File: src/rtl/yazmac_yaz_hakemi_pkg.sv
// Shared definitions for the register-file write-port arbiter: buffer state
// encodings, grant selector, default starvation threshold and datapath widths.
package yazmac_yaz_hakemi_pkg;

  localparam int ADRES_W               = 5;
  localparam int VERI_W                = 32;
  localparam int ACLIK_ESIK_VARSAYILAN = 8;

  typedef enum logic {
    HAKEM_BOS  = 1'b0,
    HAKEM_DOLU = 1'b1
  } hakem_durum_e;

  typedef enum logic [1:0] {
    IZIN_YOK = 2'd0,
    IZIN_GY  = 2'd1,
    IZIN_UZ  = 2'd2
  } izin_e;

endpackage

File: src/rtl/yazmac_yaz_hakemi_puan_tablosu.sv
// Pending-destination scoreboard: one bit per architectural register, set on
// long-latency issue, cleared when the buffered result is written.
module yazmac_puan_tablosu
  import yazmac_yaz_hakemi_pkg::*;
(
  input  logic               clk_i,
  input  logic               rst_i,
  input  logic               i_set_gecerli,
  input  logic [ADRES_W-1:0] i_set_adres,
  input  logic               i_sil_gecerli,
  input  logic [ADRES_W-1:0] i_sil_adres,
  input  logic [ADRES_W-1:0] i_sorgu_rs1,
  input  logic [ADRES_W-1:0] i_sorgu_rs2,
  input  logic [ADRES_W-1:0] i_sorgu_rd,
  output logic               o_bekle
);

  logic [31:0] r_maske;
  logic [31:0] w_set_maske;
  logic [31:0] w_sil_maske;
  logic [31:0] w_maske_sonraki;

  always_comb begin
    w_set_maske = '0;
    w_sil_maske = '0;
    if (i_set_gecerli) w_set_maske[i_set_adres] = 1'b1;
    if (i_sil_gecerli) w_sil_maske[i_sil_adres] = 1'b1;
    // a re-issue to the register being retired keeps it pending
    w_maske_sonraki    = (r_maske & ~w_sil_maske) | w_set_maske;
    w_maske_sonraki[0] = 1'b0;
  end

  always_ff @(posedge clk_i) begin
    if (rst_i) r_maske <= '0;
    else       r_maske <= w_maske_sonraki;
  end

  assign o_bekle = r_maske[i_sorgu_rs1] | r_maske[i_sorgu_rs2] | r_maske[i_sorgu_rd];

endmodule

File: src/rtl/yazmac_yaz_hakemi.sv
// Write-port arbiter between the pipeline write-back and a one-entry buffer of
// long-latency results. Starvation stall guarded by YAZ_HAKEM_ACLIK_KORUMA_EN.
module yazmac_yaz_hakemi
  import yazmac_yaz_hakemi_pkg::*;
#(
  parameter int unsigned ACLIK_ESIK = ACLIK_ESIK_VARSAYILAN
) (
  input  logic               clk_i,
  input  logic               rst_i,
  input  logic               gy_gecerli_i,
  input  logic [ADRES_W-1:0] gy_adres_i,
  input  logic [VERI_W-1:0]  gy_deger_i,
  input  logic               uz_gecerli_i,
  input  logic [ADRES_W-1:0] uz_adres_i,
  input  logic [VERI_W-1:0]  uz_deger_i,
  output logic               uz_hazir_o,
  input  logic               uz_basla_i,
  input  logic [ADRES_W-1:0] uz_basla_adres_i,
  input  logic [ADRES_W-1:0] sorgu_rs1_i,
  input  logic [ADRES_W-1:0] sorgu_rs2_i,
  input  logic [ADRES_W-1:0] sorgu_rd_i,
  output logic               bekle_o,
  output logic               durdur_o,
  output logic [ADRES_W-1:0] yaz_adres_o,
  output logic [VERI_W-1:0]  yaz_deger_o,
  output logic               yaz_yazmac_o
);

  if (ACLIK_ESIK < 1 || ACLIK_ESIK > 255) begin : g_esik_hatali
    $error("ACLIK_ESIK must be in 1..255");
  end

  hakem_durum_e       r_durum;
  hakem_durum_e       w_durum_sonraki;
  logic [ADRES_W-1:0] r_tampon_adres;
  logic [VERI_W-1:0]  r_tampon_deger;
  logic [ADRES_W-1:0] r_yaz_adres;
  logic [VERI_W-1:0]  r_yaz_deger;
  logic               r_yaz_yazmac;
  izin_e              w_izin;
  logic               w_bosalt;
  logic               w_durdur;

  always_comb begin
    w_izin = IZIN_YOK;
    if (w_durdur && (r_durum == HAKEM_DOLU)) w_izin = IZIN_UZ;
    else if (gy_gecerli_i)                   w_izin = IZIN_GY;
    else if (r_durum == HAKEM_DOLU)          w_izin = IZIN_UZ;
  end

  assign w_bosalt = (w_izin == IZIN_UZ);

  always_comb begin
    w_durum_sonraki = r_durum;
    case (r_durum)
      HAKEM_BOS:  if (uz_gecerli_i) w_durum_sonraki = HAKEM_DOLU;
      HAKEM_DOLU: if (w_bosalt)     w_durum_sonraki = HAKEM_BOS;
      default:                      w_durum_sonraki = HAKEM_BOS;
    endcase
  end

  always_ff @(posedge clk_i) begin
    if (rst_i) begin
      r_durum        <= HAKEM_BOS;
      r_tampon_adres <= '0;
      r_tampon_deger <= '0;
    end else begin
      r_durum <= w_durum_sonraki;
      if ((r_durum == HAKEM_BOS) && uz_gecerli_i) begin
        r_tampon_adres <= uz_adres_i;
        r_tampon_deger <= uz_deger_i;
      end
    end
  end

  // address/data hold on idle cycles; only the enable drops
  always_ff @(posedge clk_i) begin
    if (rst_i) begin
      r_yaz_adres  <= '0;
      r_yaz_deger  <= '0;
      r_yaz_yazmac <= 1'b0;
    end else begin
      case (w_izin)
        IZIN_GY: begin
          r_yaz_adres  <= gy_adres_i;
          r_yaz_deger  <= gy_deger_i;
          r_yaz_yazmac <= (gy_adres_i != '0);
        end
        IZIN_UZ: begin
          r_yaz_adres  <= r_tampon_adres;
          r_yaz_deger  <= r_tampon_deger;
          r_yaz_yazmac <= (r_tampon_adres != '0);
        end
        default: r_yaz_yazmac <= 1'b0;
      endcase
    end
  end

`ifdef YAZ_HAKEM_ACLIK_KORUMA_EN
  logic [7:0] r_aclik_sayac;
  logic       r_durdur;
  logic       w_kaybetti;

  assign w_kaybetti = (r_durum == HAKEM_DOLU) && (w_izin == IZIN_GY);

  always_ff @(posedge clk_i) begin
    if (rst_i || w_bosalt) begin
      r_aclik_sayac <= '0;
      r_durdur      <= 1'b0;
    end else if (w_kaybetti) begin
      r_aclik_sayac <= r_aclik_sayac + 8'd1;
      if (r_aclik_sayac == 8'(ACLIK_ESIK - 1)) r_durdur <= 1'b1;
    end
  end

  assign w_durdur = r_durdur;
`else
  assign w_durdur = 1'b0;
`endif

  yazmac_puan_tablosu u_puan_tablosu (
    .clk_i         (clk_i),
    .rst_i         (rst_i),
    .i_set_gecerli (uz_basla_i && (uz_basla_adres_i != '0)),
    .i_set_adres   (uz_basla_adres_i),
    .i_sil_gecerli (w_bosalt),
    .i_sil_adres   (r_tampon_adres),
    .i_sorgu_rs1   (sorgu_rs1_i),
    .i_sorgu_rs2   (sorgu_rs2_i),
    .i_sorgu_rd    (sorgu_rd_i),
    .o_bekle       (bekle_o)
  );

  assign uz_hazir_o   = (r_durum == HAKEM_BOS);
  assign durdur_o     = w_durdur;
  assign yaz_adres_o  = r_yaz_adres;
  assign yaz_deger_o  = r_yaz_deger;
  assign yaz_yazmac_o = r_yaz_yazmac;

endmodule
File: config.mk
export PLATFORM = sky130hd
export DESIGN_NAME = yazmac_yaz_hakemi
export DESIGN_NICKNAME = d
export VERILOG_FILES = /design/src/rtl/yazmac_yaz_hakemi_pkg.sv /design/src/rtl/yazmac_yaz_hakemi_puan_tablosu.sv /design/src/rtl/yazmac_yaz_hakemi.sv
export SDC_FILE = /design/constraint.sdc
export NUM_CORES = 1
export LEC_CHECK = 0
export ABC_CLOCK_PERIOD_IN_PS = 1700
export BUFFER_PORTS_ARGS = -buffer_cell sky130_fd_sc_hd__buf_2
export CAP_MARGIN = 15
export CORE_ASPECT_RATIO = 1.5
export CORE_UTILIZATION = 48
export CTS_CLUSTER_SIZE = 25
export DETAILED_ROUTE_END_ITERATION = 10
export GPL_ROUTABILITY_DRIVEN = 0
export PLACE_DENSITY = 0.87
export RECOVER_POWER = 100
export SLEW_MARGIN = 0
export SYNTH_ARGS = -nofsm -noshare
export SYNTH_HDL_FRONTEND = slang
export SYNTH_HIERARCHICAL = 1
export SYNTH_SLANG_ARGS = --single-unit
File: constraint.sdc
create_clock -name clk_i -period 1.7 [get_ports clk_i]
set_input_delay 0 -clock clk_i [delete_from_list [all_inputs] [get_ports clk_i]]
set_output_delay 0 -clock clk_i [all_outputs]
set_load 0.05 [all_outputs]
==> flow_summary.json <==
{
  "cts_tree": "yes",
  "syn_nets": 683,
  "cts_root_buf": "clkbuf_16",
  "ios": 140,
  "syn_area_mm2": 0.00545,
  "placed_cells": 839,
  "critPathMaxFanout": 4,
  "worst_pin_slew_ns": 0.754,
  "power_density_mw_per_mm2": 828,
  "synthToLayoutAreaGrowth_pct": 31.5,
  "drt_iter0_markers": 316,
  "synth.avg_cell_area_um2": 9.34,
  "finalWirelength_um": 17200,
  "whs_path_depth": 4,
  "grt-ovfl-total": 0,
  "ir_drop_mv": 0.560,
  "final-setup-viol-count": 15,
  "ant_nets": 0,
  "critPathMaxStageDelay_ns": 0.70,
  "p_leak_nw": 2.97,
  "grt_max_degree": 47,
  "tns_ns": -0.757,
  "rr_worst_depth": 5,
  "relSlewSlack": 0.484,
  "fin_crit_sh": 1.25,
  "fmax_ghz": 0.469,
  "finalPower_w": 0.00593,
  "die_area_mm2": 0.0118,
  "status": "finished, violations left",
  "antenna_found_initial": 0,
  "grt_pass1_vias": 5410,
  "clock_latency_ns": 0.35,
  "die_h_um": 133,
  "fin_cells": 933,
  "worst-endpoint-arrival_ns": 2.13,
  "htreeDepth": 3,
  "cp.depth": 6,
  "crit_family": "compound AO/OA/AOI/OAI gates",
  "path_class": "reg2out",
  "finClkSkew_ns": 0.00739,
  "fin_util": 0.649,
  "synth-seq-area-share": 0.393,
  "cp-end-kind": "output port",
  "worst_ep_required_time_ns": 1.70,
  "clock-sinks": 107,
  "cp_slowest_cell": "a2111oi_0",
  "synth_cell_type_count": 39,
  "fin_crit_ns": 2.13,
  "drive_gt1_frac": 0.236,
  "first_pass_iters": 8,
  "num_rows": 47,
  "cp-start-kind": "register",
  "routedWlPerCell_um": 18.5,
  "pre_cts_ws_ns": 0.00735,
  "synthCells": 584,
  "grtUsageTotal": 0.293,
  "die_x_um": 89.0,
  "timing.critical_path.cells": "mux4_2, inv_1, a2111oi_0, nor4_2, nand4_1, buf_6",
  "viasPerCell": 5.74,
  "failed_checks": "setup timing",
  "crit_buf_inv": 2,
  "ys_ff_latch": 107,
  "coreArea_mm2": 0.0111,
  "hold_viol_final": 0,
  "vias": 5351,
  "nFillCells": 901,
  "max_cap_viol_count": 0,
  "cts.path.max_buffers": 2,
  "drt_drc_violations_left": 0,
  "yosys_warnings": 6,
  "slew_violations": 0,
  "initial_core_util": 0.493,
  "dpl.hpwl_um": 10000,
  "min_path_type": "in2reg",
  "fin_nets": 880,
  "rsz0062_at_grt": "true",
  "grt_pass1_wl_um": 26600,
  "cts_buffers": 9,
  "portBuffers": 138,
  "path_clk_slew_ns": 0.07,
  "timing.final.ws_setup_ns": -0.433
}
## report_power, final
part,internal [W],switching (W)
clock network,0.00102,0.000991
registers,0.00263,0.0000907
logic,0.000498,0.000704
total,0.00415,0.00179
## stage by stage
| stage | cell area, um2 | hold WS [ns] |
|---|---|---|
| 6_report | 7170 | 0.0271 |
| 5_1_grt | 7170 | 0.0637 |
| 4_1_cts | 7250 | 0.0147 |
| 3_5_place_dp | 6160 | 0.242 |
| 3_3_place_gp | 6160 | 0.231 |
| 2_1_floorplan | 5450 | 0.0691 |
## sequential cells by signal (all words and copies together), names as in the netlist
register                count
r_durum                     1
r_tampon_adres              5
r_tampon_deger             32
u_puan_tablosu/r_maske     31
yaz_adres_o                 5
yaz_deger_o                32
yaz_yazmac_o                1
## cells in the final DEF (no fill, tap or decap), types with 3 or more instances in the layout
cell type / Yosys / final
nand2_1: 115 / 115
buf_2: 7 / 98
dfxtp_1: 107 / 97
dlygate4sd3_1: 0 / 74
a21oi_1: 70 / 70
nor2_1: 45 / 44
mux2i_1: 41 / 41
clkbuf_1: 12 / 38
o21ai_0: 29 / 32
mux2_1: 17 / 28
mux2_4: 31 / 20
mux4_2: 15 / 15
buf_4: 7 / 12
dfxtp_2: 0 / 10
clkbuf_16: 0 / 9
nor3b_1: 7 / 7
nand3b_1: 6 / 6
nor2b_1: 5 / 4
nand3_1: 4 / 4
o22ai_1: 4 / 4
or4_1: 3 / 3
nand2b_1: 3 / 3
buf_12: 0 / 3
a2111oi_0: 4 / 3
nand4_1: 3 / 3
and3b_1: 3 / 3
or3b_1: 3 / 3
## worst reg2reg max path, stage by stage (launching register included)
cell	delay (ns)
dfxtp_1	0.32
clkbuf_4	0.58
nand2b_1	0.29
buf_12	0.20
nand2_1	0.07
a21oi_1	0.21
## layout make-up
cell class	count	area (um2)	share of cell area
clock inverters	6	57.6	0.00803
well taps	147	184	0.0256
clock buffers	9	225	0.0314
multi-input cells	433	2990	0.417
diodes	1	2.50	0.000349
repair buffers	227	1540	0.215
flip-flops and latches	107	2150	0.300
inverters	3	11.3	0.00157
## layer usage
metal	share of wire	wire length (um)	global-route usage	vias to the layer above
li1	-	-	-	2445
met1	0.37	6330	0.313	2535
met2	0.52	8950	0.529	304
met3	0.073	1260	0.0636	67
met4	0.040	695	0.144	0
met5	0	0	0	-
## final timing paths
kind | slack (ns) | startpoint | end
max | -0.43 | u_puan_tablosu/r_maske[24] | bekle_o
min | 0.03 | gy_gecerli_i | yaz_yazmac_o
max reg2reg | -0.07 | r_durum | r_tampon_deger[8]
min reg2reg | 0.46 | r_tampon_deger[30] | r_tampon_deger[30]
## logic make-up (layout without fill, tap and decap cells)
group                  count (synthesis)  count (layout)  synth area share
AND/OR/NAND/NOR                      211             211             0.177
buffers and inverters                 44             245            0.0574
flip-flops                           107             107             0.393
other                                  1               2          0.000688
AO/OA/AOI/OAI                        116             116             0.112
multiplexers                         105             105             0.260
## cell usage after synthesis, drive strengths merged
master / number / share of area
conb: 1 / 0.00069
dfxtp: 107 / 0.39
nand2: 115 / 0.079
a21boi: 1 / 0.0014
buf: 29 / 0.047
nand3b: 6 / 0.0083
or4: 3 / 0.0041
a21oi: 70 / 0.064
o22ai: 4 / 0.0046
nor3b: 7 / 0.0096
inv: 3 / 0.0021
a221oi: 2 / 0.0032
nor4b: 2 / 0.0032
nand2b: 3 / 0.0034
nor2b: 5 / 0.0057
nor3: 2 / 0.0018
mux2: 49 / 0.12
nand4b: 2 / 0.0032
clkbuf: 12 / 0.0083
or3b: 3 / 0.0048
o21a: 1 / 0.0014
and3b: 3 / 0.0048
or3: 1 / 0.0011
nor4: 4 / 0.0057
and3: 2 / 0.0023
nor2: 45 / 0.031
nand3: 4 / 0.0037
a2111oi: 4 / 0.0064
nand4: 3 / 0.0034
mux4: 15 / 0.062
and2b: 1 / 0.0014
mux2i: 41 / 0.075
o21ai: 34 / 0.031
## repair_timing
| action | in CTS | in global routing |
|---|---|---|
| endpoints found under the hold margin | 75 | 0 |
| gates resized for setup | 15 | 7 |
| pin swaps | 5 | 4 |
| setup endpoints to repair | 1 | 4 |
| hold buffers | 74 | 0 |
| setup buffers | 4 | 0 |
No activity file was read; power rests on OpenSTA's default activity.
